[src/rtl/complete_buffer.sv]
// Completion buffer between the dual-ALU block and the CDB: in-order FIFO with
// empty-queue bypass, one registered broadcast per cycle, and mispredict flush.
module complete_buffer #(
  parameter int unsigned DEPTH  = 4,
  parameter int unsigned ROB_W  = 5,
  parameter int unsigned PREG_W = 6
) (
  input  logic                       clk,
  input  logic                       reset,
  input  logic                       flush,
  input  logic                       fu0_valid,
  input  logic [ROB_W-1:0]           fu0_rob_idx,
  input  logic [PREG_W-1:0]          fu0_prd,
  input  logic                       fu0_wr_en,
  input  logic [31:0]                fu0_result,
  input  logic                       fu0_flag_sign,
  input  logic                       fu0_flag_zero,
  input  logic                       fu1_valid,
  input  logic [ROB_W-1:0]           fu1_rob_idx,
  input  logic [PREG_W-1:0]          fu1_prd,
  input  logic                       fu1_wr_en,
  input  logic [31:0]                fu1_result,
  input  logic                       fu1_flag_sign,
  input  logic                       fu1_flag_zero,
  output logic                       fu_ready,
  output logic                       cdb_valid,
  output logic [ROB_W-1:0]           cdb_rob_idx,
  output logic [PREG_W-1:0]          cdb_prd,
  output logic                       cdb_wr_en,
  output logic [31:0]                cdb_data,
  output logic                       cdb_flag_sign,
  output logic                       cdb_flag_zero,
  output logic [$clog2(DEPTH):0]     count
);

  localparam int unsigned PTR_W = $clog2(DEPTH);
  localparam int unsigned CNT_W = $clog2(DEPTH) + 1;

  typedef struct packed {
    logic [ROB_W-1:0]  rob_idx;
    logic [PREG_W-1:0] prd;
    logic              wr_en;
    logic [31:0]       data;
    logic              flag_sign;
    logic              flag_zero;
  } entry_t;

  entry_t             mem [DEPTH];
  logic [PTR_W-1:0]   head;
  logic [PTR_W-1:0]   tail;
  logic [CNT_W-1:0]   count_q;
  logic               cdb_valid_q;
  entry_t             cdb_q;

  entry_t             in0;
  entry_t             in1;
  logic               acc0;
  logic               acc1;
  logic               empty;

  entry_t             cdb_next;
  logic               cdb_valid_next;
  logic               pop_head;
  entry_t             enq_first;
  entry_t             enq_second;
  logic [1:0]         n_enq;
  logic [1:0]         n_in;
  logic [CNT_W-1:0]   count_next;

  assign in0 = '{rob_idx: fu0_rob_idx, prd: fu0_prd, wr_en: fu0_wr_en, data: fu0_result,
                 flag_sign: fu0_flag_sign, flag_zero: fu0_flag_zero};
  assign in1 = '{rob_idx: fu1_rob_idx, prd: fu1_prd, wr_en: fu1_wr_en, data: fu1_result,
                 flag_sign: fu1_flag_sign, flag_zero: fu1_flag_zero};

  // Ready depends only on registered occupancy; net growth is at most one per cycle.
  assign fu_ready = (count_q < CNT_W'(DEPTH));
  assign empty    = (count_q == '0);
  assign acc0     = fu0_valid & fu_ready & ~flush;
  assign acc1     = fu1_valid & fu_ready & ~flush;
  assign n_in     = 2'(acc0) + 2'(acc1);

  // Oldest of {head, fu0, fu1} goes to the CDB; the rest enqueue in age order.
  always_comb begin
    cdb_next       = '0;
    cdb_valid_next = 1'b0;
    pop_head       = 1'b0;
    enq_first      = in0;
    enq_second     = in1;
    n_enq          = 2'd0;
    if (!empty) begin
      cdb_valid_next = 1'b1;
      cdb_next       = mem[head];
      pop_head       = 1'b1;
      if (acc0) begin
        enq_first  = in0;
        enq_second = in1;
        n_enq      = acc1 ? 2'd2 : 2'd1;
      end else if (acc1) begin
        enq_first = in1;
        n_enq     = 2'd1;
      end
    end else if (acc0) begin
      cdb_valid_next = 1'b1;
      cdb_next       = in0;
      if (acc1) begin
        enq_first = in1;
        n_enq     = 2'd1;
      end
    end else if (acc1) begin
      cdb_valid_next = 1'b1;
      cdb_next       = in1;
    end
  end

  assign count_next = count_q + CNT_W'(n_in) - CNT_W'(cdb_valid_next);

  always_ff @(posedge clk or posedge reset) begin
    if (reset) begin
      head        <= '0;
      tail        <= '0;
      count_q     <= '0;
      cdb_valid_q <= 1'b0;
      cdb_q       <= '0;
    end else if (flush) begin
      head        <= '0;
      tail        <= '0;
      count_q     <= '0;
      cdb_valid_q <= 1'b0;
      cdb_q       <= '0;
    end else begin
      head        <= head + PTR_W'(pop_head);
      tail        <= tail + PTR_W'(n_enq);
      count_q     <= count_next;
      cdb_valid_q <= cdb_valid_next;
      cdb_q       <= cdb_next;
    end
  end

  // Storage needs no reset; occupancy tracking decides what is live.
  always_ff @(posedge clk) begin
    if (!flush) begin
      if (n_enq != 2'd0) mem[tail] <= enq_first;
      if (n_enq == 2'd2) mem[tail + PTR_W'(1)] <= enq_second;
    end
  end

  assign cdb_valid     = cdb_valid_q;
  assign cdb_rob_idx   = cdb_q.rob_idx;
  assign cdb_prd       = cdb_q.prd;
  assign cdb_wr_en     = cdb_q.wr_en;
  assign cdb_data      = cdb_q.data;
  assign cdb_flag_sign = cdb_q.flag_sign;
  assign cdb_flag_zero = cdb_q.flag_zero;
  assign count         = count_q;

endmodule

[config.mk]
export PLATFORM = sky130hd
export DESIGN_NAME = complete_buffer
export DESIGN_NICKNAME = d
export VERILOG_FILES = /design/src/rtl/complete_buffer.sv
export SDC_FILE = /design/constraint.sdc
export NUM_CORES = 1
export LEC_CHECK = 0
export ABC_AREA = 1
export CAP_MARGIN = 15
export CORE_MARGIN = 1.5
export CORE_UTILIZATION = 55
export DETAILED_ROUTE_END_ITERATION = 16
export MAX_ROUTING_LAYER = met4
export PLACE_DENSITY = 0.81
export SLEW_MARGIN = 20
export SYNTH_ARGS = -nofsm -noshare
export SYNTH_HDL_FRONTEND = slang
export SYNTH_SLANG_ARGS = --single-unit
[constraint.sdc]
create_clock -name clk -period 14.3 [get_ports clk]
set_input_delay 3.575 -clock clk [delete_from_list [all_inputs] [get_ports clk]]
set_output_delay 3.575 -clock clk [all_outputs]
set_load 0.1 [all_outputs]
==> results of run 1 <==
-- layer usage --
| layer | vias up | routed length, um | track usage (%) |
|---|---|---|---|
| li1 | 5939 | - | - |
| met1 | 5950 | 15370 | 40.91 |
| met2 | 833 | 19480 | 51.06 |
| met3 | 89 | 4241 | 4.907 |
| met4 | 0 | 875 | 11.64 |
| met5 | - | 0 | - |
-- cell type report --
| cell class | count | area, um2 |
|---|---|---|
| well taps | 324 | 405.4 |
| flip-flops and latches | 238 | 6879 |
| inverters | 65 | 246.5 |
| multi-input cells | 1296 | 5927 |
| fillers | 1928 | 8462 |
| repair buffers | 169 | 1632 |
| clock inverters | 14 | 70.07 |
| clock buffers | 33 | 698.2 |
-- power breakdown --
| part | switching, mW | internal (mW) | total, mW |
|---|---|---|---|
| logic | 1.23 | 0.373 | 1.60 |
| clock network | 0.276 | 0.345 | 0.620 |
| registers | 0.0486 | 0.881 | 0.930 |
| total | 1.55 | 1.60 | 3.15 |
-- cells in the mapped netlist (2+ instances only) --
library cell and count:
xor2_1 4, a21oi_1 93, nand3_1 133, o21ai_0 4, nor3_1 46, clkbuf_1 63
nand3_2 10, edfxtp_1 184, inv_2 3, nand2_1 766, inv_1 61, dfrtp_1 54
buf_4 11, ha_1 7, buf_1 7, nand2_2 30, nand4_1 138, buf_2 57
nor2_1 56, buf_6 4, nor2_2 2
-- metrics by stage --
step	instances	area (um2)	hold slack (ns)	setup slack [ns]
after floorplan	1741	13650	0.6166	5.933
after global placement	2092	15080	0.6339	6.466
after detailed placement	2092	15090	0.6556	6.205
after CTS	2139	15860	0.6726	6.763
after global routing	2139	15860	0.7180	6.455
final	2139	15860	0.6693	6.628
-- kinds of logic (layout without fill, tap and decap cells) --
group | count (synthesis) | count (layout) | synth area share (%)
buffers and inverters | 207 | 281 | 6.754
AOI/OAI and AO/OA | 97 | 97 | 3.556
DFF | 238 | 238 | 50.37
and+or+nand+nor | 1186 | 1186 | 38.21
adders and majority gates | 8 | 8 | 0.7881
xor gates and xnor gates | 5 | 5 | 0.3207
-- flip-flops by register name, summed over array words and instances (netlist names), 2 cells and up --
signal and cells:
mem 184, cdb_data 32, cdb_prd 6, cdb_rob_idx 5
count 3, head 2, tail 2
-- tightest hold or removal path: cells and delay by family, from the launching register on --
| family | cells | cell delay, ns |
|---|---|---|
| buffers and inverters | 1 | 0.03 |
| DFF | 1 | 0.38 |
| and+or+nand+nor | 1 | 0.07 |
| adders and majority gates | 1 | 0.15 |
-- path summary, 6_finish.rpt --
| kind | end | depth (start not counted) | startpoint | slack (ns) |
|---|---|---|---|---|
| setup / recovery | mem[0][45] | 15 | flush | 6.63 |
| hold / removal | count[0] | 3 | count[0] | 0.67 |
| setup reg to reg | mem[0][45] | 13 | count[2] | 9.96 |
| hold reg to reg | count[0] | 3 | count[0] | 0.67 |
| max in group asynchronous | head[0] | 3 | reset | 10.14 |
| min in group asynchronous | cdb_data[18] | 3 | reset | 3.58 |
==> results.toml, run 1 <==
[run_status]
outcome = "finished clean"

[synth]
synthCells = 1741
synthesis.nets = 1846
syn_area_per_cell_um2 = 7.842
mappedNetlistArea_mm2 = 0.01365
synth_top_area_share_pct = 40.47
synth_edf_count = 184
ys_ff_latch = 238
ys_warn_count = 0
yosysSeqAreaShare_pct = 50.37
synthArstFlopShare_pct = 22.69
yosysTopAreaCell = "edfxtp_1"
ys_top_cells_by_area = "edfxtp_1, nand2_1, dfrtp_1, nand4_1, nand3_1"
synthFlopType = "edfxtp_1"
synthDistinctLibCells = 29

[grt]
grt_pass1_wl_mm = 63.54
antenna_found_initial = 0
grt_pass1_vias = 12393
grt_overflow = 0
grt.total_usage_pct = 31.77
grt_max_degree = 105

[clocking]
cts_tree = "built"
cts_root_buf = "clkbuf_16"
numCtsBuffers = 26
cts_setup_buffers = 0
clk_pin_slew_worst_paths_ns = 0.06
htree_levels = 1
cts_resized = 0
clk_path_buf_depth = 3
cts_hold_buf = 0
clk_latency_ns = 0.54
clock_sinks = 238

[floorplanning]
die_y_um = 160.6
die_w_um = 160.6
row_count = 57
dieArea_mm2 = 0.02578
coreArea_mm2 = 0.02432
ios = 148
start_util_pct = 56.14

[power]
power_density_mw_per_mm2 = 198.8
peakVddDrop_mv = 0.1817
leakagePower_nw = 6.953
power.total_mw = 3.152

[route]
routed_wl_mm = 39.96
drtPass1Iterations = 8
route.detailed.drc = 0
antenna_left = 0
drt_iter0_markers = 1504
vias_per_cell = 5.989
wire_per_inst_um = 18.68
vias = 12811

[placed_design]
dp.final_hpwl_mm = 22.54
portBuffers = 147
gp_congestion = 0.8739

[critical_path]
cp.buffers_inverters = 8
critPathRequiredTime_ns = 14.69
arrival_ns = 8.07
critical_path.slowest_cell = "inv_2"
max_stage_delay_ns = 0.75
critPathMaxFanout = 67
path_cells = "buf_2 -> buf_4 -> nor2_1 -> nand2_2 -> buf_4 -> inv_1 -> ha_1 -> inv_1 -> nor2_4 -> buf_4 -> nand4_2 -> buf_4 -> inv_2 -> nand2_1 -> nand2_1"
worst_path_dominant_cell_family = "buffers and inverters"
crit_type = "primary input to flop"
end_kind = "flop"
critPathLaunchType = "primary input"
crit_top_cell = "buf_4"

[final_layout]
areaGrowthSynthToFinish_pct = 16.15
fin_util_pct = 65.21
layout_common_cells = "nand2_1, edfxtp_1, clkdlybuf4s50_1"
mostFrequentLayoutCell = "nand2_1"
antenna_cells = 0
drive_gt1_share_pct = 6.942
fin_nets = 1901

[sta]
post-route-period-util_pct = 53.65
rsz0062_at_grt = "false"
fmax_ghz = 0.1303
tightestPinTransition_ns = 1.146
fin_skew_ns = 0.01442
finalMaxSlewViolations = 0
finalCriticalPeriod_ns = 7.672
hold_viol_final = 0
fin_setup_tns_ns = 0
maxSlewHeadroom_pct = 23.60
setup_viol = 0

[worst_hold_path]
min_path_type = "flop to flop"

[job]
cap_violations = 0
No activity file was read; power rests on OpenSTA's default activity.
==> run 2: changes to the inputs <==
==> constraint.sdc (replaced) <==
create_clock -name clk -period 7.7 [get_ports clk]
set_input_delay 1.925 -clock clk [delete_from_list [all_inputs] [get_ports clk]]
set_output_delay 1.925 -clock clk [all_outputs]
set_load 0.1 [all_outputs]
==> run 2 against run 1 <==
  * Clock skew rose by 0.0028 ns
  * Sequential power up 86%
  * Utilization grew 0.31 points
  * Worst setup slack worse by 3.8 ns
  * Power is 87% higher
  * Wire length up 2.6%
  * Register-to-register slack worse by 5.9 ns
  * Critical path type unchanged
  * Largest power group unchanged
==> results.toml, run 2 (same netlist as run 1, synthesis figures left out) <==
[floorplanning]
dieArea_mm2 = 0.02578
coreArea_mm2 = 0.02432
start_util_pct = 56.14
ios = 148
die_w_um = 160.6
die_y_um = 160.6
row_count = 57

[critical_path]
crit_start = "fu0_valid"
crit_type = "primary input to flop"
path_cells = "clkdlybuf4s50_1 -> nand2_1 -> ha_1 -> inv_1 -> nor2_4 -> nand4_2 -> buf_4 -> inv_2 -> nand2_1 -> nand2_1"
critPathRequiredTime_ns = 8.09
critical_path.slowest_cell = "inv_2"
crit_top_cell = "nand2_1"
r2r_cells = 10
max_stage_delay_ns = 0.77
worstReg2RegEnd = "mem[0][44]"
critPathLaunchType = "primary input"
arrival_ns = 5.28
rrSetupSlack_ns = 4.06
crit-reg2reg-launch = "count[2]"
critPathMaxFanout = 47
end_kind = "flop"

[placed_design]
dp.final_hpwl_mm = 22.78
portBuffers = 147
gp_congestion = 0.8061
place_ws_ns = 2.353
place_area_mm2 = 0.01511

[grt]
grt_pass1_wl_mm = 64.92
grt_max_degree = 93
antenna_found_initial = 0
grt_overflow = 0
grt.total_usage_pct = 32.61
grt_pass1_vias = 12632

[job]
cap_violations = 0

[sta]
final.setup.worst_slack_ns = 2.812
finalCriticalPeriod_ns = 4.888
setup_viol = 0
fin_setup_tns_ns = 0
tightestPinTransition_ns = 1.139
post-route-period-util_pct = 63.48
fin_skew_ns = 0.01721
fmax_ghz = 0.2046
rsz0062_at_grt = "false"
hold_viol_final = 0
finalMaxSlewViolations = 0
maxSlewHeadroom_pct = 24.04

[final_layout]
regArea_mm2 = 0.006879
drive_gt1_share_pct = 7.143
fin_area_mm2 = 0.01593
layout_common_cells = "nand2_1, edfxtp_1, clkdlybuf4s50_1"
fin_nets = 1905
largest_register_ffs = 184
multi_input_area_mm2 = 0.005927
antenna_cells = 0
fillers = 1901
mostFrequentLayoutCell = "nand2_1"
areaGrowthSynthToFinish_pct = 16.70
largest-register = "mem"

[route]
vias = 13060
route.detailed.drc = 0
routed_wl_mm = 41.01
drtPass1Iterations = 7
wire_per_inst_um = 19.13
vias_per_cell = 6.091
drt_iter0_markers = 1568
antenna_left = 0

[power]
power.total_mw = 5.890
peakVddDrop_mv = 0.2973
power_density_mw_per_mm2 = 369.7
leakagePower_nw = 6.989

[clocking]
cts_resized = 0
cts_root_buf = "clkbuf_16"
clock_sinks = 238
clk_pin_slew_worst_paths_ns = 0.06
cts_hold_buf = 0
cts_tree = "built"
numCtsBuffers = 26
clk_path_buf_depth = 3
htree_levels = 1
cts_setup_buffers = 0
clk_latency_ns = 0.54

[worst_hold_path]
min_path_type = "flop to flop"
holdPathStages = 3
hold_end = "count[0]"
hold_start = "count[0]"

[run_status]
outcome = "finished clean"
-- run 2: cell types whose count changed in the layout (fill, tap and decap cells not counted) --
| cell | previous run | this run |
|---|---|---|
| clkbuf_1 | 6 | 4 |
| buf_4 | 22 | 25 |
| inv_8 | 1 | 0 |
| clkinvlp_4 | 0 | 1 |
| clkinv_1 | 5 | 8 |
| clkinv_2 | 8 | 7 |
| buf_16 | 0 | 1 |
| bufinv_16 | 0 | 1 |
-- run 2: worst max-delay path by stage --
stage	endpoint	slack, ns	cells after the start
after floorplan	mem[2][0]	0.98	8
after global placement	mem[0][26]	2.52	10
after detailed placement	mem[0][14]	2.35	10
after CTS	mem[0][44]	2.89	10
after global routing	mem[0][29]	2.63	10
final	mem[0][44]	2.81	10
-- run 2: routing by layer --
layer | GRT usage [%] | routed length [um] | vias to the layer above
met2 | 52.14 | 19710 | 906
met4 | 14.06 | 1185 | 0
li1 | - | - | 5948
met5 | - | 0 | -
met1 | 41.84 | 15470 | 6099
met3 | 4.365 | 4641 | 107
-- run 2: final cells by class --
cell class,count,share of cell area [%]
clock inverters,17,0.6439
repair buffers,173,10.55
flip-flops and latches,238,43.18
well taps,324,2.544
clock buffers,31,4.335
inverters,65,1.547
multi-input cells,1296,37.20
-- run 2: critical path: cells and delay by family --
family        cells  cell delay [ns]
simple gates      5             1.27
fa+ha+maj         1             0.32
buf+inv           4             1.72
-- run 2: metrics by stage --
stage	utilization (%)	std cells	hold WS, ns
2_1_floorplan	-	1741	0.6166
3_3_place_gp	62.12	2095	0.6374
3_5_place_dp	62.14	2095	0.6443
4_1_cts	65.40	2143	0.6587
5_1_grt	65.51	2144	0.6892
6_report	65.51	2144	0.6554
-- run 2: power by group --
group	internal (mW)	leakage, nW	switching [mW]
sequential	1.64	2.36	0.0936
combinational	0.694	4.23	2.28
clock	0.670	0.392	0.520
total	3.00	6.99	2.89
